File: src/rtl/spi_slv_pkg.sv
`timescale 1ns/1ps
// Register map, bit positions and reset values shared by the SPI slave and its bench.
package spi_slv_pkg;
  localparam logic [3:0]  SPI_SLV_REG_STATUS = 4'h0;
  localparam logic [3:0]  SPI_SLV_REG_CTRL   = 4'h4;
  localparam logic [3:0]  SPI_SLV_REG_TX     = 4'h8;
  localparam logic [3:0]  SPI_SLV_REG_RX     = 4'hC;

  localparam int SPI_SLV_REG_CTRL_CPOL   = 0;
  localparam int SPI_SLV_REG_CTRL_CPHA   = 1;
  localparam int SPI_SLV_REG_CTRL_EN     = 8;
  localparam int SPI_SLV_REG_CTRL_IRQ_EN = 9;

  localparam int SPI_SLV_REG_STAT_RX_NE    = 0;
  localparam int SPI_SLV_REG_STAT_TX_EMPTY = 1;
  localparam int SPI_SLV_REG_STAT_BUSY     = 2;
  localparam int SPI_SLV_REG_STAT_OVERRUN  = 3;
  localparam int SPI_SLV_REG_STAT_UNDERRUN = 4;
  localparam int SPI_SLV_REG_STAT_LVL_LSB  = 8;

  localparam logic [31:0] SPI_SLV_REG_CTRL_RST = 32'h0000_0100;

  typedef enum logic [1:0] {REG_STATUS, REG_CTRL, REG_TX, REG_RX} reg_sel_e;

  // Word-aligned decode: byte offset bits are ignored.
  function automatic reg_sel_e reg_sel(input logic [3:0] addr);
    return reg_sel_e'(addr[3:2]);
  endfunction
endpackage

File: src/rtl/spi_slave_mmio_if.sv
`timescale 1ns/1ps
// Memory-mapped register bus plus interrupt line between a host and the SPI slave.
interface mmio_if;
  logic        mmio_valid;
  logic        mmio_we;
  logic [7:0]  mmio_addr;
  logic [31:0] mmio_wdata;
  logic [3:0]  mmio_wstrb;
  logic [31:0] mmio_rdata;
  logic        mmio_ready;
  logic        irq_o;

  modport master (
    output mmio_valid, mmio_we, mmio_addr, mmio_wdata, mmio_wstrb,
    input  mmio_rdata, mmio_ready, irq_o
  );
  modport slave (
    input  mmio_valid, mmio_we, mmio_addr, mmio_wdata, mmio_wstrb,
    output mmio_rdata, mmio_ready, irq_o
  );
endinterface

File: src/rtl/spi_slv_fifo.sv
`timescale 1ns/1ps
// Synchronous FIFO with occupancy output; a pop frees a slot for a same-cycle push.
module spi_slv_fifo #(
  parameter int WIDTH = 8,
  parameter int DEPTH = 4,
  localparam int AW   = $clog2(DEPTH)
) (
  input  logic             clk,
  input  logic             rst_n,
  input  logic             push,
  input  logic [WIDTH-1:0] din,
  input  logic             pop,
  output logic [WIDTH-1:0] dout,
  output logic [AW:0]      level,
  output logic             full,
  output logic             empty
);
  logic [DEPTH-1:0][WIDTH-1:0] mem;
  logic [AW-1:0] wptr, rptr;
  logic do_push, do_pop;

  assign empty   = (level == '0);
  assign full    = (level == (AW+1)'(DEPTH));
  assign do_pop  = pop & ~empty;
  assign do_push = push & (~full | do_pop);
  assign dout    = mem[rptr];

  always_ff @(posedge clk or negedge rst_n) begin
    if (!rst_n) begin
      wptr  <= '0;
      rptr  <= '0;
      level <= '0;
    end else begin
      if (do_push) wptr <= wptr + AW'(1);
      if (do_pop)  rptr <= rptr + AW'(1);
      case ({do_push, do_pop})
        2'b10:   level <= level + (AW+1)'(1);
        2'b01:   level <= level - (AW+1)'(1);
        default: level <= level;
      endcase
    end
  end

  always_ff @(posedge clk) begin
    if (do_push) mem[wptr] <= din;
  end
endmodule

File: src/rtl/spi_slave_mmio.sv
`timescale 1ns/1ps
// SPI slave (modes 0-3, 8-bit MSB-first) with MMIO registers and an RX FIFO.
// Optional: define SPI_SLV_IRQ_EN for a registered interrupt on irq_o.
module spi_slave_mmio
  import spi_slv_pkg::*;
#(
  parameter int RX_DEPTH    = 4,
  parameter int SYNC_STAGES = 2
) (
  input  logic  clk,
  input  logic  rst_n,
  input  logic  spi_sclk,
  input  logic  spi_cs_n,
  input  logic  spi_mosi,
  output logic  spi_miso,
  output logic  spi_miso_oe,
  mmio_if.slave mmio
);
  localparam int LW = $clog2(RX_DEPTH) + 1;

  // {mosi, cs_n, sclk}; idle is CS high, SCLK low
  logic [SYNC_STAGES-1:0][2:0] sync_q;
  logic sclk_s, cs_s, mosi_s, sclk_d, cs_d;

  always_ff @(posedge clk or negedge rst_n) begin
    if (!rst_n) begin
      sync_q <= {SYNC_STAGES{3'b010}};
      sclk_d <= 1'b0;
      cs_d   <= 1'b1;
    end else begin
      sync_q[0] <= {spi_mosi, spi_cs_n, spi_sclk};
      for (int i = 1; i < SYNC_STAGES; i++) sync_q[i] <= sync_q[i-1];
      sclk_d <= sclk_s;
      cs_d   <= cs_s;
    end
  end
  assign {mosi_s, cs_s, sclk_s} = sync_q[SYNC_STAGES-1];

  reg_sel_e sel;
  logic wr, rd, ctrl_wr, tx_wr, stat_wr, rx_pop;
  logic cpol, cpha, en, irq_en;

  assign sel     = reg_sel(mmio.mmio_addr[3:0]);
  assign wr      = mmio.mmio_valid & mmio.mmio_we;
  assign rd      = mmio.mmio_valid & ~mmio.mmio_we;
  assign ctrl_wr = wr & (sel == REG_CTRL);
  assign tx_wr   = wr & (sel == REG_TX) & mmio.mmio_wstrb[0];
  assign stat_wr = wr & (sel == REG_STATUS) & mmio.mmio_wstrb[0];
  assign rx_pop  = rd & (sel == REG_RX);

  always_ff @(posedge clk or negedge rst_n) begin
    if (!rst_n) begin
      cpol <= SPI_SLV_REG_CTRL_RST[SPI_SLV_REG_CTRL_CPOL];
      cpha <= SPI_SLV_REG_CTRL_RST[SPI_SLV_REG_CTRL_CPHA];
      en   <= SPI_SLV_REG_CTRL_RST[SPI_SLV_REG_CTRL_EN];
    end else if (ctrl_wr) begin
      if (mmio.mmio_wstrb[0]) begin
        cpol <= mmio.mmio_wdata[SPI_SLV_REG_CTRL_CPOL];
        cpha <= mmio.mmio_wdata[SPI_SLV_REG_CTRL_CPHA];
      end
      if (mmio.mmio_wstrb[1]) en <= mmio.mmio_wdata[SPI_SLV_REG_CTRL_EN];
    end
  end

`ifdef SPI_SLV_IRQ_EN
  always_ff @(posedge clk or negedge rst_n) begin
    if (!rst_n) irq_en <= SPI_SLV_REG_CTRL_RST[SPI_SLV_REG_CTRL_IRQ_EN];
    else if (ctrl_wr && mmio.mmio_wstrb[1]) irq_en <= mmio.mmio_wdata[SPI_SLV_REG_CTRL_IRQ_EN];
  end
`else
  assign irq_en = 1'b0;
`endif

  logic act, cs_fall, cs_rise, lead, trail, smp, shf, tx_load, defer;
  logic [2:0] bit_cnt;
  logic [6:0] rx_sh;
  logic [7:0] tx_sh, tx_hold, push_data;
  logic       tx_empty, und_pend, push_vld, ovr, und, ovr_set, und_set;
  logic [7:0] fifo_dout;
  logic [LW-1:0] level;
  logic       full, empty;

  assign act     = en & ~cs_s;
  assign cs_fall = en & cs_d & ~cs_s;
  assign cs_rise = ~cs_d & cs_s;
  assign lead    = cpol ? (sclk_d & ~sclk_s) : (sclk_s & ~sclk_d);
  assign trail   = cpol ? (sclk_s & ~sclk_d) : (sclk_d & ~sclk_s);
  assign smp     = act & (cpha ? trail : lead);
  assign shf     = act & (cpha ? lead : trail);

  // CPHA=0 also reloads on the shift edge that ends a byte, which happens even
  // when CS is about to rise; its underrun only counts once the next byte samples.
  assign defer   = ~cpha & shf & (bit_cnt == 3'd0);
  assign tx_load = (~cpha & cs_fall) | (shf & (bit_cnt == 3'd0));
  assign und_set = (tx_load & tx_empty & ~defer) | (und_pend & smp);
  assign ovr_set = push_vld & full & ~rx_pop;

  always_ff @(posedge clk or negedge rst_n) begin
    if (!rst_n) begin
      bit_cnt   <= '0;
      rx_sh     <= '0;
      push_vld  <= 1'b0;
      push_data <= '0;
      und_pend  <= 1'b0;
    end else begin
      push_vld <= smp & (bit_cnt == 3'd7);
      if (smp) push_data <= {rx_sh, mosi_s};
      if (cs_fall || cs_rise) bit_cnt <= '0;
      else if (smp) begin
        rx_sh   <= {rx_sh[5:0], mosi_s};
        bit_cnt <= bit_cnt + 3'd1;
      end
      if (cs_rise || smp) und_pend <= 1'b0;
      else if (defer && tx_empty) und_pend <= 1'b1;
    end
  end

  always_ff @(posedge clk or negedge rst_n) begin
    if (!rst_n) begin
      tx_sh    <= 8'hFF;
      tx_hold  <= '0;
      tx_empty <= 1'b1;
      ovr      <= 1'b0;
      und      <= 1'b0;
    end else begin
      if (tx_load) tx_sh <= tx_empty ? 8'hFF : tx_hold;
      else if (shf) tx_sh <= {tx_sh[6:0], 1'b1};
      if (tx_wr) begin
        tx_hold  <= mmio.mmio_wdata[7:0];
        tx_empty <= 1'b0;
      end else if (tx_load) tx_empty <= 1'b1;
      ovr <= ovr_set | (ovr & ~(stat_wr & mmio.mmio_wdata[SPI_SLV_REG_STAT_OVERRUN]));
      und <= und_set | (und & ~(stat_wr & mmio.mmio_wdata[SPI_SLV_REG_STAT_UNDERRUN]));
    end
  end

  spi_slv_fifo #(.WIDTH(8), .DEPTH(RX_DEPTH)) u_fifo (
    .clk   (clk),
    .rst_n (rst_n),
    .push  (push_vld),
    .din   (push_data),
    .pop   (rx_pop),
    .dout  (fifo_dout),
    .level (level),
    .full  (full),
    .empty (empty)
  );

  always_comb begin
    mmio.mmio_rdata = '0;
    case (sel)
      REG_STATUS: begin
        mmio.mmio_rdata[SPI_SLV_REG_STAT_RX_NE]    = ~empty;
        mmio.mmio_rdata[SPI_SLV_REG_STAT_TX_EMPTY] = tx_empty;
        mmio.mmio_rdata[SPI_SLV_REG_STAT_BUSY]     = ~cs_s;
        mmio.mmio_rdata[SPI_SLV_REG_STAT_OVERRUN]  = ovr;
        mmio.mmio_rdata[SPI_SLV_REG_STAT_UNDERRUN] = und;
        mmio.mmio_rdata[SPI_SLV_REG_STAT_LVL_LSB +: 4] = 4'(level);
      end
      REG_CTRL: begin
        mmio.mmio_rdata[SPI_SLV_REG_CTRL_CPOL]   = cpol;
        mmio.mmio_rdata[SPI_SLV_REG_CTRL_CPHA]   = cpha;
        mmio.mmio_rdata[SPI_SLV_REG_CTRL_EN]     = en;
        mmio.mmio_rdata[SPI_SLV_REG_CTRL_IRQ_EN] = irq_en;
      end
      REG_RX:  mmio.mmio_rdata[7:0] = empty ? 8'h00 : fifo_dout;
      default: ;
    endcase
  end

`ifdef SPI_SLV_IRQ_EN
  logic irq_q;
  always_ff @(posedge clk or negedge rst_n) begin
    if (!rst_n) irq_q <= 1'b0;
    else        irq_q <= irq_en & (~empty | ovr | und);
  end
  assign mmio.irq_o = irq_q;
`else
  assign mmio.irq_o = 1'b0;
`endif

  assign mmio.mmio_ready = 1'b1;
  assign spi_miso        = tx_sh[7];
  assign spi_miso_oe     = en & ~cs_s;

  logic unused_bits;
  assign unused_bits = ^{mmio.mmio_addr[7:4], mmio.mmio_addr[1:0],
                         mmio.mmio_wdata[31:9], mmio.mmio_wstrb[3:2]};
endmodule

File: src/flat_wrapper.sv
// flat-port wrapper written by rule: the top's interface ports become plain ports
module spi_slave_mmio_flat import spi_slv_pkg::*;
#(
  parameter int RX_DEPTH    = 4,
  parameter int SYNC_STAGES = 2
)
  (clk, rst_n, spi_sclk, spi_cs_n, spi_mosi, spi_miso, spi_miso_oe, mmio_mmio_valid, mmio_mmio_we, mmio_mmio_addr, mmio_mmio_wdata, mmio_mmio_wstrb, mmio_mmio_rdata, mmio_mmio_ready, mmio_irq_o);
  mmio_if mmio_i ();
  input  logic clk;
  input  logic rst_n;
  input  logic spi_sclk;
  input  logic spi_cs_n;
  input  logic spi_mosi;
  output logic spi_miso;
  output logic spi_miso_oe;
  input wire logic [$bits(mmio_i.mmio_valid)-1:0] mmio_mmio_valid;
  input wire logic [$bits(mmio_i.mmio_we)-1:0] mmio_mmio_we;
  input wire logic [$bits(mmio_i.mmio_addr)-1:0] mmio_mmio_addr;
  input wire logic [$bits(mmio_i.mmio_wdata)-1:0] mmio_mmio_wdata;
  input wire logic [$bits(mmio_i.mmio_wstrb)-1:0] mmio_mmio_wstrb;
  output wire logic [$bits(mmio_i.mmio_rdata)-1:0] mmio_mmio_rdata;
  output wire logic [$bits(mmio_i.mmio_ready)-1:0] mmio_mmio_ready;
  output wire logic [$bits(mmio_i.irq_o)-1:0] mmio_irq_o;
  assign mmio_i.mmio_valid = mmio_mmio_valid;
  assign mmio_i.mmio_we = mmio_mmio_we;
  assign mmio_i.mmio_addr = mmio_mmio_addr;
  assign mmio_i.mmio_wdata = mmio_mmio_wdata;
  assign mmio_i.mmio_wstrb = mmio_mmio_wstrb;
  assign mmio_mmio_rdata = mmio_i.mmio_rdata;
  assign mmio_mmio_ready = mmio_i.mmio_ready;
  assign mmio_irq_o = mmio_i.irq_o;
  spi_slave_mmio #(.RX_DEPTH(RX_DEPTH), .SYNC_STAGES(SYNC_STAGES)) u_core (.clk(clk), .rst_n(rst_n), .spi_sclk(spi_sclk), .spi_cs_n(spi_cs_n), .spi_mosi(spi_mosi), .spi_miso(spi_miso), .spi_miso_oe(spi_miso_oe), .mmio(mmio_i));
endmodule
File: config.mk
export PLATFORM = sky130hd
export DESIGN_NAME = spi_slave_mmio_flat
export DESIGN_NICKNAME = d
export VERILOG_FILES = /design/src/rtl/spi_slv_pkg.sv /design/src/rtl/spi_slave_mmio_if.sv /design/src/rtl/spi_slv_fifo.sv /design/src/rtl/spi_slave_mmio.sv /design/src/flat_wrapper.sv
export SDC_FILE = /design/constraint.sdc
export NUM_CORES = 1
export LEC_CHECK = 0
export CORE_ASPECT_RATIO = 1.1
export CORE_MARGIN = 3
export CORE_UTILIZATION = 46
export CTS_BUF_LIST = sky130_fd_sc_hd__clkbuf_2
export DETAILED_ROUTE_END_ITERATION = 6
export HOLD_SLACK_MARGIN = 0.06
export PLACE_DENSITY = 0.79
export RECOVER_POWER = 50
export SYNTH_ARGS = -nofsm -noshare
export SYNTH_HDL_FRONTEND = slang
export SYNTH_HIERARCHICAL = 1
export SYNTH_SLANG_ARGS = --single-unit
File: constraint.sdc
create_clock -name clk -period 2.69 [get_ports clk]
set_input_delay 0.269 -clock clk [delete_from_list [all_inputs] [get_ports clk]]
set_output_delay 0.269 -clock clk [all_outputs]
set_load 0.01 [all_outputs]
=== Word-level counts from Yosys, hierarchy flattened ===
Index checks and enable logic that the tools add are counted.

* Reduce and logical (&&, ||, !) cells: 15
* Equal/unequal tests: 7
* Multiply operators: 0
* Muxes and demuxes: 25
* Shift operators: 0
* Div/mod/pow operators: 0
* Bitwise logic cells: 50
* Order comparisons: 3
* $add $sub $neg: 5

{| class="wikitable"
|+ Operators by type and width
! kind !! number
|-
| $mux 8 || 6
|-
| $and 1x1->1 || 32
|-
| $bwmux 32 || 1
|-
| $bmux 8 s2 || 1
|-
| $demux 8 s2 || 1
|-
| $not 1->1 || 13
|-
| $pmux 3 s2 || 2
|-
| $reduce_bool 2->1 || 5
|-
| $mux 1 || 9
|-
| $mux 3 || 3
|-
| $add 3x1->3 const B || 2
|-
| $eq 2x2->1 const B || 3
|-
| $eq 3x3->1 const B || 2
|-
| $logic_not 3->1 || 2
|-
| $lt 2x3->1 const B || 2
|-
| $pmux 2 s3 || 1
|-
| $reduce_and 2->1 || 3
|-
| $or 1x1->1 || 5
|-
| $add 2x1->2 const B || 2
|-
| $eq 2x1->1 const B || 2
|-
| $pmux 2 s2 || 1
|-
| $sub 3x1->3 const B || 1
|-
| $ge 2x1->1 const B || 1
|-
| $logic_and 1x1->1 || 2
|-
| 2 further kinds || 3
|}

* Register bits: 89
* Memory bits (writable): 0
* Memories: 0
* ROM bits: 0
* Input bits: 51
* Output and inout bits: 36
* Latch bits: 0

=== Logic depth before layout (Yosys ltp) ===
Gate-level depths: netlist of the first run.

* Depth in word-level cells: 11
* Depth in mapped cells: 10

=== Cells and area by module ===
Netlist of the first run, hierarchy kept.

{| class="wikitable"
|+ Modules (own cells, without submodules)
! module !! sequential area each (µm²) !! instances !! area an instance (µm²) !! cells each
|-
| spi_slave_mmio || 1,267.5 || 1 || 2,524.9 || 212
|-
| spi_slv_fifo || 1,136.1 || 1 || 1,587.8 || 80
|}

=== Worst setup path before layout of the first run ===
No wires, ideal clock.

* Path type: register to register
* Start: register u_core.u_fifo.level[0]
* End: register u_core.u_fifo.level[2]
* Path buffers: 0
* Slack: 0.561 ns
* Required time: 2.611 ns
* Cell stages (with the launch flop): 10
* Arrival: 2.050 ns
* Path through: dfrtp_1 -> or3b_1 -> o21a_4 -> inv_1 -> ha_1 -> inv_1 -> fa_1 -> xor2_1 -> nor2_1 -> xor2_1

* Cells in the longest elaborated chain, start to end: 7
* Elaborated cells on any way between the ends: 13
* Those cells by class: 2 x add/sub; 3 x eq/ne; 1 x mux; 5 x bitwise; 2 x reduce/logical

{| class="wikitable"
|+ RTL lines
! element !! RTL line !! RTL
|-
| from (decl) || spi_slv_fifo.sv:14 || <nowiki>output logic [AW:0] level,</nowiki>
|-
| from (signal assigned) || spi_slv_fifo.sv:37 || <nowiki>2'b10: level <= level + (AW+1)'(1);</nowiki>
|-
| from (signal assigned) || spi_slv_fifo.sv:38 || <nowiki>2'b01: level <= level - (AW+1)'(1);</nowiki>
|-
| from (signal assigned) || spi_slv_fifo.sv:39 || <nowiki>default: level <= level;</nowiki>
|-
| $logic_not 3->1 || spi_slv_fifo.sv:22 || <nowiki>assign empty = (level == '0);</nowiki>
|-
| $not 1->1 || spi_slv_fifo.sv:24 || <nowiki>assign do_pop = pop & ~empty;</nowiki>
|-
| $and 1x1->1 || spi_slv_fifo.sv:24 ||
|-
| $or 1x1->1 || spi_slv_fifo.sv:25 || <nowiki>assign do_push = push & (~full | do_pop);</nowiki>
|-
| $and 1x1->1 || spi_slv_fifo.sv:25 ||
|-
| $eq 2x1->1 or $eq 2x2->1 (tied branches) || spi_slv_fifo.sv:36 || <nowiki>case ({do_push, do_pop})</nowiki>
|-
| $pmux 3 s2 or $reduce_bool 2->1 (tied branches) || n/a ||
|}

Several ways; a longest one is shown, not always the timed one.
A chain may end at the register's enable or synchronous reset.

=== Worst setup path in the final report of the first run ===
* Start: input port mmio_mmio_addr[3]
* End: output port mmio_mmio_rdata[7]

* Cells in the longest elaborated chain, start to end: 2

{| class="wikitable"
|+ RTL lines
! element !! RTL line !! RTL
|-
| from (decl) || flat_wrapper.sv:18 || <nowiki>input wire logic [$bits(mmio_i.mmio_addr)-1:0] mmio_mmio_addr;</nowiki>
|-
| $eq 2x2->1 || spi_slave_mmio.sv:151 || <nowiki>case (sel)</nowiki>
|-
| $mux 3 || spi_slave_mmio.sv:151 ||
|-
| to (decl) || flat_wrapper.sv:21 || <nowiki>output wire logic [$bits(mmio_i.mmio_rdata)-1:0] mmio_mmio_rdata;</nowiki>
|}

No other way between the ends.

==> reports/metrics.yaml, run 1 <==
place:
  dp_hpwl_um: 5046
  place.port_buffers: 32
  placed_area_um2: 4478
  place_ws_ns: 0.04371
  routabilityCongestion: 0.7559
floorplanning:
  chipHeight_um: 105.2
  start_util_pct: 48.16
  die_w_um: 96.16
  core_area_um2: 8539
  io_pins: 87
  dieArea_um2: 10110
  rows: 35
synth:
  synth_top_area_share_pct: 26.77
  synth_seq_cells: 89
  async_reset_ff_share_pct: 64.04
  postSynthAreaPerCell_um2: 14.08
  yosysTopAreaCell: "dfrtp_1"
  synth_most_common_cell: "dfrtp_1"
  ys_types: 50
  seq_area_frac_synth_pct: 58.44
  syn_inst: 292
  synth_common_cells: "44 x dfrtp_1, 32 x edfxtp_1, 26 x mux2_2"
  ys.flop_type: "dfrtp_1"
  synth_edf_count: 32
  synthTopCellsByArea: "dfrtp_1 27%, edfxtp_1 23%, dfstp_2 8.3%, mux2_2 7.1%, buf_4 4.4%"
  syn_area_um2: 4113
  ys_warn_count: 6
route:
  ant_nets: 0
  detail_route.first_pass.iterations: 4
  drtIter0Drc: 88
  vias_per_cell: 5.037
  wl_um: 7013
  num_vias: 2287
  wl_per_cell_um: 15.45
  drc: 0
worst_setup_path:
  crit_arrival_ns: 2.29
  cp_max_fo: 5
  r2r_slack_ns: 0.40
  r2r_start: "u_core/u_fifo/level[0]$_DFFE_PN0P_"
  reg2reg_to: "u_core/u_fifo/level[2]$_DFFE_PN0P_"
  startpoint_type: "input pin"
  reg2regPathDepth: 9
  critical_path.endpoint_type: "output pin"
  crit_required_ns: 2.42
  cp-startpoint: "mmio_mmio_addr[3]"
  crit_path_end: "mmio_mmio_rdata[7]"
  crit_type: "in2out"
clock_tree:
  cts_buffer_depth: 2
  clockRootBuffer: "clkbuf_2"
  h-tree-depth: 3
  clk_latency_ns: 0.53
  clk_pin_slew_ns: 0.21
  cts_made_buffers: 9
  clkSinkCount: 89
  cts_tree: "built"
pwr:
  power.density_nw_per_um2: 699.0
  cellLeakagePower_nw: 2.010
  peakVddDrop_v: 0.0002148
cells_and_area:
  layout-drive-gt1-share_pct: 29.15
  final_area_um2: 4631
  fin_nets: 403
  syn_to_final_growth_pct: 12.60
  antennaDiodeCount: 0
  fillCellCount: 719
  utilization_pct: 54.23
sta:
  skew_ns: 0.03767
  hold_ws_ns: 0.2831
  finalSetupViolCount: 0
  rsz0062_at_grt: "yes"
  fin_crit_ns: 2.556
  tightest_slew_ns: 1.009
  fmax_mhz: 391.3
  slew_headroom_pct: 32.77
  maxSlewViolCount: 0
  worst_slack_ns: 0.1342
  period_share_pct: 95.01
  finalHoldViolations: 0
worst_hold_path:
  hp-class: "in2reg"
grt:
  grt_pass1_wl_um: 11680
  grt_pass1_vias: 2388
  track_usage_pct: 15.46
  grt-ovfl-total: 0
  antenna_found_initial: 0
  grt_start_max_net_pins: 47
run_status:
  run_status: "finished clean"
run:
  maxCapViolCount: 0
final cells by class:
class | instances | area (um2) | area share, %
sequential | 89 | 2409 | 52.01
clock buffer | 9 | 45.04 | 0.9727
timing repair buffer | 44 | 395.4 | 8.538
clock inverter | 7 | 46.29 | 0.9997
tap | 111 | 138.9 | 2.999
inverter | 23 | 86.33 | 1.864
multi-input combinational | 171 | 1510 | 32.61
worst min-delay path by stage:
stage,start,end,slack (ns),cells past startpoint
2_1_floorplan,rst_n,u_core/bit_cnt[0]$_DFFE_PN0P_,-0.03,0
4_1_cts,spi_cs_n,u_core/sync_q[1]$_DFF_PN1_,0.09,1
3_5_place_dp,u_core/sync_q[0]$_DFF_PN0_,u_core/sclk_s$_DFF_PN0_,0.34,0
3_3_place_gp,u_core/sync_q[0]$_DFF_PN0_,u_core/sclk_s$_DFF_PN0_,0.34,0
5_1_grt,spi_cs_n,u_core/sync_q[1]$_DFF_PN1_,0.20,1
6_report,spi_cs_n,u_core/sync_q[1]$_DFF_PN1_,0.28,1
placed cells by master (no fill, tap or decap), types with 2 or more instances in the layout:
cell and instances:
clkbuf_1 3, a21oi_1 2, and4bb_2 2, clkinv_4 2
a22oi_1 2, buf_4 7, xnor2_1 4, dfrtp_2 4
conb_1 23, xor2_1 3, clkinv_1 2, a22oi_2 2
o21ai_0 3, nor2_1 20, clkdlybuf4s50_1 21, and2_1 6
dlygate4sd3_1 5, clkbuf_2 10, dfstp_2 12, ha_1 13
mux2i_1 4, and2_2 4, a221oi_2 7, mux2_2 26
mux4_2 8, edfxtp_1 32, clkdlybuf4s15_1 2, nand3_1 3
dlygate4sd2_1 2, nor3_1 7, inv_1 23, dfrtp_1 40
nand2_1 7
kinds of logic after synthesis:
| kind of cell | after synthesis | share of synthesized area (%) |
|---|---|---|
| AO/OA/AOI/OAI | 24 | 5.872 |
| flip-flops | 89 | 58.44 |
| multiplexers | 41 | 13.66 |
| other | 2 | 0.1826 |
| AND/OR/NAND/NOR | 61 | 8.245 |
| buffers and inverters | 53 | 7.271 |
| adder cells (fa/ha/maj) | 14 | 4.442 |
| XOR/XNOR | 8 | 1.886 |
sequential cells by signal (all words and copies together), names as in the netlist, 2 cells and up:
| signal | count |
|---|---|
| u_core/u_fifo/mem | 32 |
| u_core/push_data | 8 |
| u_core/tx_hold | 8 |
| u_core/tx_sh | 8 |
| u_core/rx_sh | 7 |
| u_core/bit_cnt | 3 |
| u_core/sync_q | 3 |
| u_core/u_fifo/level | 3 |
| u_core/u_fifo/rptr | 2 |
| u_core/u_fifo/wptr | 2 |
routing by layer:
layer | share of wire, % | vias to the layer above | routed length, um | global-route usage [%]
met5 | 0 | - | 0 | 0
met4 | 2.0 | 0 | 140 | 6.199
met3 | 4.2 | 9 | 292 | 4.608
met2 | 52 | 51 | 3649 | 25.36
met1 | 42 | 1149 | 2930 | 18.78
li1 | - | 1078 | - | -
per-stage QoR:
step	total power [mW]	std cells	setup TNS (ns)
after global routing	3.463	454	-0.06598
final	3.237	454	0
after detailed placement	2.634	432	0
after floorplan	2.390	313	0
after CTS	3.229	452	0
after global placement	2.597	432	0
where the power goes:
group	internal, mW	switching, mW
Clock	0.121	0.444
Combinational	0.452	0.352
Sequential	1.65	0.218
timing repair:
| item | CTS | global route |
|---|---|---|
| endpoints found under the hold margin | 32 | 0 |
| pin swaps | 0 | 1 |
| hold buffers | 1 | 0 |
| setup buffers | 3 | 2 |
| endpoints found under the setup margin | 8 | 5 |
| resized for setup | 8 | 12 |
critical path, cell delays in order:
cell and delay [ns]:
dlygate4sd3_1 0.57, ha_1 0.23, nor2b_2 0.38, buf_4 0.18, and2_1 0.12, clkdlybuf4s50_1 0.54
(Power assumes the default switching activity.)
==> run 2, diff against run 1 <==
--- a/config.mk
+++ b/config.mk
@@ -5,13 +5,14 @@
 export SDC_FILE = /design/constraint.sdc
 export NUM_CORES = 1
 export LEC_CHECK = 0
+export ABC_CLOCK_PERIOD_IN_PS = 2140
 export CORE_ASPECT_RATIO = 1.1
 export CORE_MARGIN = 3
 export CORE_UTILIZATION = 46
 export CTS_BUF_LIST = sky130_fd_sc_hd__clkbuf_2
 export DETAILED_ROUTE_END_ITERATION = 6
 export HOLD_SLACK_MARGIN = 0.06
-export PLACE_DENSITY = 0.79
+export PLACE_DENSITY = 0.82
 export RECOVER_POWER = 50
 export SYNTH_ARGS = -nofsm -noshare
 export SYNTH_HDL_FRONTEND = slang
==> constraint.sdc (replaced) <==
create_clock -name clk -period 2.14 [get_ports clk]
set_input_delay 0.214 -clock clk [delete_from_list [all_inputs] [get_ports clk]]
set_output_delay 0.214 -clock clk [all_outputs]
set_load 0.01 [all_outputs]
==> run 2 against run 1 <==
Against the previous run: the flow now finishes with violations (setup timing); wire length is 7.0% higher; critical path depth is 1 lower; global-route usage is 0.64 points higher; sequential cell count stayed put; cell count is 4.6% higher; sequential power is 22% higher; worst setup slack worse by 0.36 ns; critical endpoint is now mmio_mmio_rdata[1]; largest cell class unchanged; highest routed layer unchanged.
==> reports/metrics.yaml, run 2 (synthesis gave the netlist of run 1 again) <==
worst_setup_path:
  crit_arrival_ns: 2.15
  crit_required_ns: 1.93
  startpoint_type: "register"
  critical_path.endpoint_type: "output pin"
  cp_max_fo: 2
  crit_type: "reg2out"
sta:
  fmax_mhz: 422.2
  worst_slack_ns: -0.2286
  finalSetupViolCount: 9
  hold_ws_ns: 0.2654
  rsz0062_at_grt: "yes"
  period_share_pct: 110.7
  skew_ns: 0.02998
  maxSlewViolCount: 0
  fin_crit_ns: 2.369
  slew_headroom_pct: 32.22
  tightest_slew_ns: 1.017
  finalHoldViolations: 0
place:
  routabilityCongestion: 0.8056
  placed_area_um2: 4618
  dp_hpwl_um: 5518
  place_ws_ns: -0.3322
  place.port_buffers: 32
clock_tree:
  clk_latency_ns: 0.51
  cts_made_buffers: 9
  clockRootBuffer: "clkbuf_2"
  h-tree-depth: 3
  cts_tree: "built"
  clkSinkCount: 89
  clk_pin_slew_ns: 0.24
  cts_buffer_depth: 2
floorplanning:
  chipHeight_um: 105.2
  io_pins: 87
  die_w_um: 96.16
  rows: 35
  dieArea_um2: 10110
  start_util_pct: 48.16
  core_area_um2: 8539
route:
  detail_route.first_pass.iterations: 4
  drc: 0
  wl_um: 7502
  vias_per_cell: 5.065
  wl_per_cell_um: 15.79
  ant_nets: 0
  drtIter0Drc: 68
  num_vias: 2406
grt:
  antenna_found_initial: 0
  grt_pass1_wl_um: 12380
  grt-ovfl-total: 0
  grt_start_max_net_pins: 22
  grt_pass1_vias: 2508
  track_usage_pct: 16.10
cells_and_area:
  final_area_um2: 4813
  multi_input_area_um2: 1539
  regArea_um2: 2405
  utilization_pct: 56.37
  antennaDiodeCount: 0
  final_common_cell: "dfrtp_1"
  top_register: "u_core/u_fifo/mem"
  layout_common_cells: "43 x dfrtp_1, 32 x edfxtp_1, 26 x mux2_2, 24 x buf_4, 23 x conb_1"
  largest_reg_flops: 32
  fillCellCount: 680
  fin_nets: 424
  layout-drive-gt1-share_pct: 36.54
  syn_to_final_growth_pct: 17.04
run_status:
  violations: "setup timing"
  run_status: "finished with violations"
run:
  maxCapViolCount: 0
pwr:
  power.density_nw_per_um2: 872.2
  cellLeakagePower_nw: 2.146
  peakVddDrop_v: 0.0003234
worst_hold_path:
  hp-class: "in2reg"
==> run 2: cell types whose count changed in the layout (fill, tap and decap cells not counted), moves of 3 or more <==
cell             before  now
buf_4                 7   24
buf_2                 1    8
clkdlybuf4s50_1      21   17
buf_6                 1    4
dfrtp_1              40   43
dfrtp_2               4    1
==> run 2: metrics by stage <==
step / power (mW) / cells / setup TNS (ns)
3_3_place_gp: 3.338 / 449 / -1.357
3_5_place_dp: 3.397 / 449 / -1.890
4_1_cts: 4.228 / 472 / -1.098
6_report: 4.198 / 475 / -1.105
5_1_grt: 4.454 / 475 / -2.017
2_1_floorplan: 3.004 / 313 / 0
==> run 2: final cells by class <==
| cell class | instances | share of cell area [%] |
|---|---|---|
| Sequential cell | 89 | 49.96 |
| Multi-Input combinational cell | 171 | 31.97 |
| Timing Repair Buffer | 65 | 11.41 |
| Tap cell | 111 | 2.885 |
| Inverter | 23 | 1.846 |
| Clock buffer | 10 | 1.040 |
| Clock inverter | 6 | 0.8838 |
==> run 2: final timing paths <==
path                                                     from                                  to  slack [ns]  depth (start not counted)
setup / recovery            u_core/u_fifo/rptr[0]$_DFFE_PN0P_                  mmio_mmio_rdata[1]       -0.23                          5
hold / removal                                       spi_mosi          u_core/sync_q[2]$_DFF_PN0_        0.27                          1
setup reg to reg           u_core/u_fifo/level[1]$_DFFE_PN0P_  u_core/u_fifo/level[2]$_DFFE_PN0P_       -0.08                         10
hold reg to reg                    u_core/sync_q[0]$_DFF_PN0_             u_core/sclk_s$_DFF_PN0_        0.36                          0
max in group asynchronous                               rst_n          u_core/sync_q[1]$_DFF_PN1_        0.68                          3
min in group asynchronous                               rst_n         u_core/rx_sh[2]$_DFFE_PN0P_        0.36                          2
==> run 2: per-layer routing <==
metal	routed length [um]	vias to the layer above	GRT usage, %
li1	-	1117	-
met1	3143	1220	20.23
met2	3924	55	27.08
met3	296	14	3.024
met4	138	0	6.098
met5	0	-	0
==> run 2: where the power goes <==
part	switching, mW	total [mW]	leakage, nW	internal, mW
sequential	0.223	2.29	1.00	2.07
clock	0.556	0.719	0.0603	0.163
combinational	0.526	1.19	1.08	0.663
total	1.30	4.20	2.15	2.89
==> run 2: worst max-delay path: stages (launching register included) <==
cell and delay [ns]:
dfrtp_2 0.44, buf_6 0.11, mux4_2 0.48, a222oi_1 0.34, nor2_1 0.11, buf_2 0.16
==> run 2: what timing repair did <==
item	4_1_cts	5_1_grt
resized for setup	51	3
endpoints found under the hold margin	44	1
hold buffers	1	1
pin swaps	10	2
setup endpoints to repair	13	11
setup buffers	7	2
==> run 3, diff against run 2 <==
--- a/config.mk
+++ b/config.mk
@@ -6,7 +6,6 @@
 export NUM_CORES = 1
 export LEC_CHECK = 0
 export ABC_CLOCK_PERIOD_IN_PS = 2140
-export CORE_ASPECT_RATIO = 1.1
 export CORE_MARGIN = 3
 export CORE_UTILIZATION = 46
 export CTS_BUF_LIST = sky130_fd_sc_hd__clkbuf_2
==> run 3 against run 2 <==
Against the previous run: the flow still finishes with violations (setup timing); power is 3.2% higher; sequential power hardly changed; fmax is 2.8% lower; via count is 2.7% higher; non-clock buffer count is 11 higher; wire length is 3.6% higher; sequential cell count stayed put; critical path type unchanged; worst hold slack worse by 0.011 ns; global-route usage hardly changed; cell count is 1.1% higher.
==> reports/metrics.yaml, run 3 (synthesis gave the netlist of run 1 again) <==
route:
  vias_per_cell: 5.150
  drtIter0Drc: 106
  ant_nets: 0
  wl_um: 7774
  drc: 0
  wl_per_cell_um: 16.20
  detail_route.first_pass.iterations: 4
  num_vias: 2472
run_status:
  violations: "setup timing"
  run_status: "finished with violations"
floorplanning:
  rows: 33
  die_w_um: 100.6
  io_pins: 87
  core_area_um2: 8464
  dieArea_um2: 10110
  start_util_pct: 48.59
  chipHeight_um: 100.6
clock_tree:
  clk_latency_ns: 0.52
  cts_made_buffers: 9
  cts_tree: "built"
  h-tree-depth: 3
  cts_buffer_depth: 2
  clockRootBuffer: "clkbuf_2"
  clk_pin_slew_ns: 0.24
  clkSinkCount: 89
sta:
  rsz0062_at_grt: "yes"
  skew_ns: 0.02904
  slew_headroom_pct: 6.183
  period_share_pct: 113.9
  tightest_slew_ns: 1.407
  finalHoldViolations: 0
  finalSetupViolCount: 10
  maxSlewViolCount: 0
  worst_slack_ns: -0.2977
  fin_crit_ns: 2.438
  fmax_mhz: 410.2
cells_and_area:
  final_common_cell: "dfrtp_1"
  top_register: "u_core/u_fifo/mem"
  largest_reg_flops: 32
  antennaDiodeCount: 0
  layout_common_cells: "43 x dfrtp_1, 34 x buf_4, 32 x edfxtp_1, 26 x mux2_2, 23 x conb_1"
  syn_to_final_growth_pct: 19.44
  layout.cells.non_filler: 480
  layout-drive-gt1-share_pct: 40.00
  fin_nets: 435
worst_setup_path:
  critPathTopFamily: "buffers and inverters"
  crit_arrival_ns: 2.22
  critical_path.endpoint_type: "output pin"
  slowest_delay_ns: 0.50
  startpoint_type: "register"
  crit_top_cell: "buf_4"
  critPathSlowestCell: "dfrtp_2"
  crit_type: "reg2out"
  crit_path_cell_trace: "buf_4, buf_6, buf_4, mux4_2, a22oi_2, nor2_2, buf_2"
  cp_max_fo: 6
  worst-path-buf-inv: 4
  crit_required_ns: 1.93
place:
  dp_hpwl_um: 5354
  place.port_buffers: 32
  routabilityCongestion: 0.7672
  place_inst: 444
pwr:
  power.density_nw_per_um2: 882.0
  peakVddDrop_v: 0.0003083
  power_mw: 4.333
  cellLeakagePower_nw: 2.199
grt:
  grt_start_max_net_pins: 58
  grt-ovfl-total: 0
  grt_pass1_wl_um: 12380
  grt_pass1_vias: 2533
  track_usage_pct: 16.11
  antenna_found_initial: 0
worst_hold_path:
  hp-class: "in2reg"
run:
  maxCapViolCount: 0
==> run 3: changes by cell type in the layout (fill, tap and decap cells not counted), moves of 2 or more <==
cell,before,now
buf_6,4,7
nor2_2,1,3
nor2_1,19,17
a22oi_1,3,1
buf_4,24,34
a22oi_2,1,3
==> run 3: layout make-up <==
class | count | area (um2)
Fill cell | 647 | 3552
Sequential cell | 89 | 2405
Multi-Input combinational cell | 171 | 1558
Timing Repair Buffer | 76 | 639.4
Tap cell | 105 | 131.4
Inverter | 23 | 86.33
Clock buffer | 10 | 50.05
Clock inverter | 6 | 42.54
==> run 3: worst paths after layout <==
path / startpoint / to / slack (ns) / cells after the start
min in group asynchronous: rst_n / u_core/tx_hold[5]$_DFFE_PN0P_ / 0.60 / 3
worst min-delay path: spi_sclk / u_core/sync_q[0]$_DFF_PN0_ / 0.25 / 1
worst max register to register: u_core/u_fifo/level[1]$_DFFE_PN0P_ / u_core/u_fifo/level[2]$_DFFE_PN0P_ / -0.19 / 11
worst min register to register: u_core/sync_q[0]$_DFF_PN0_ / u_core/sclk_s$_DFF_PN0_ / 0.38 / 0
worst max-delay path: u_core/u_fifo/rptr[0]$_DFFE_PN0P_ / mmio_mmio_rdata[4] / -0.30 / 7
max in group asynchronous: rst_n / u_core/u_fifo/rptr[0]$_DFFE_PN0P_ / 0.63 / 3
==> run 3: what timing repair did <==
action | in CTS | in global routing
hold buffers | 2 | 1
endpoints found under the setup margin | 13 | 12
buffers inserted | 11 | 6
pin swaps | 7 | 3
resized for setup | 48 | 14
hold endpoints to repair | 58 | 1
==> run 3: report_power, final <==
| group | switching [mW] | total (mW) | internal (mW) |
|---|---|---|---|
| Combinational | 0.582 | 1.34 | 0.757 |
| Clock | 0.544 | 0.707 | 0.163 |
| Sequential | 0.220 | 2.29 | 2.07 |
| Total | 1.35 | 4.33 | 2.99 |
==> run 3: stage by stage <==
step	setup WS, ns	hold WS (ns)	setup TNS (ns)	area, um2	utilization [%]
6_report	-0.2977	0.2540	-2.051	4912	58.03
5_1_grt	-0.4519	0.1900	-3.236	4912	58.03
4_1_cts	-0.2909	0.09045	-1.504	4843	57.22
3_5_place_dp	-0.3768	0.2420	-2.702	4618	54.56
3_3_place_gp	-0.2833	0.2418	-2.126	4618	54.56
2_1_floorplan	0.01055	-0.08159	0	4192	-
==> run 3: worst register-to-register path: stages (launching register included) <==
cell	delay [ns]
dfrtp_1	0.47
buf_6	0.13
buf_6	0.10
or3b_4	0.38
o21a_4	0.21
inv_2	0.06
ha_4	0.13
inv_2	0.04
fa_2	0.32
xor2_1	0.14
nor2_1	0.13
xor2_1	0.17
==> run 3: layer usage <==
| layer | track usage (%) | part of all wire [%] | up-vias | routed length [um] |
|---|---|---|---|---|
| li1 | - | - | 1137 | - |
| met1 | 20.16 | 41 | 1246 | 3220 |
| met2 | 27.12 | 52 | 78 | 4023 |
| met3 | 4.152 | 5.3 | 11 | 409 |
| met4 | 5.699 | 1.5 | 0 | 120 |
| met5 | 0 | 0 | - | 0 |
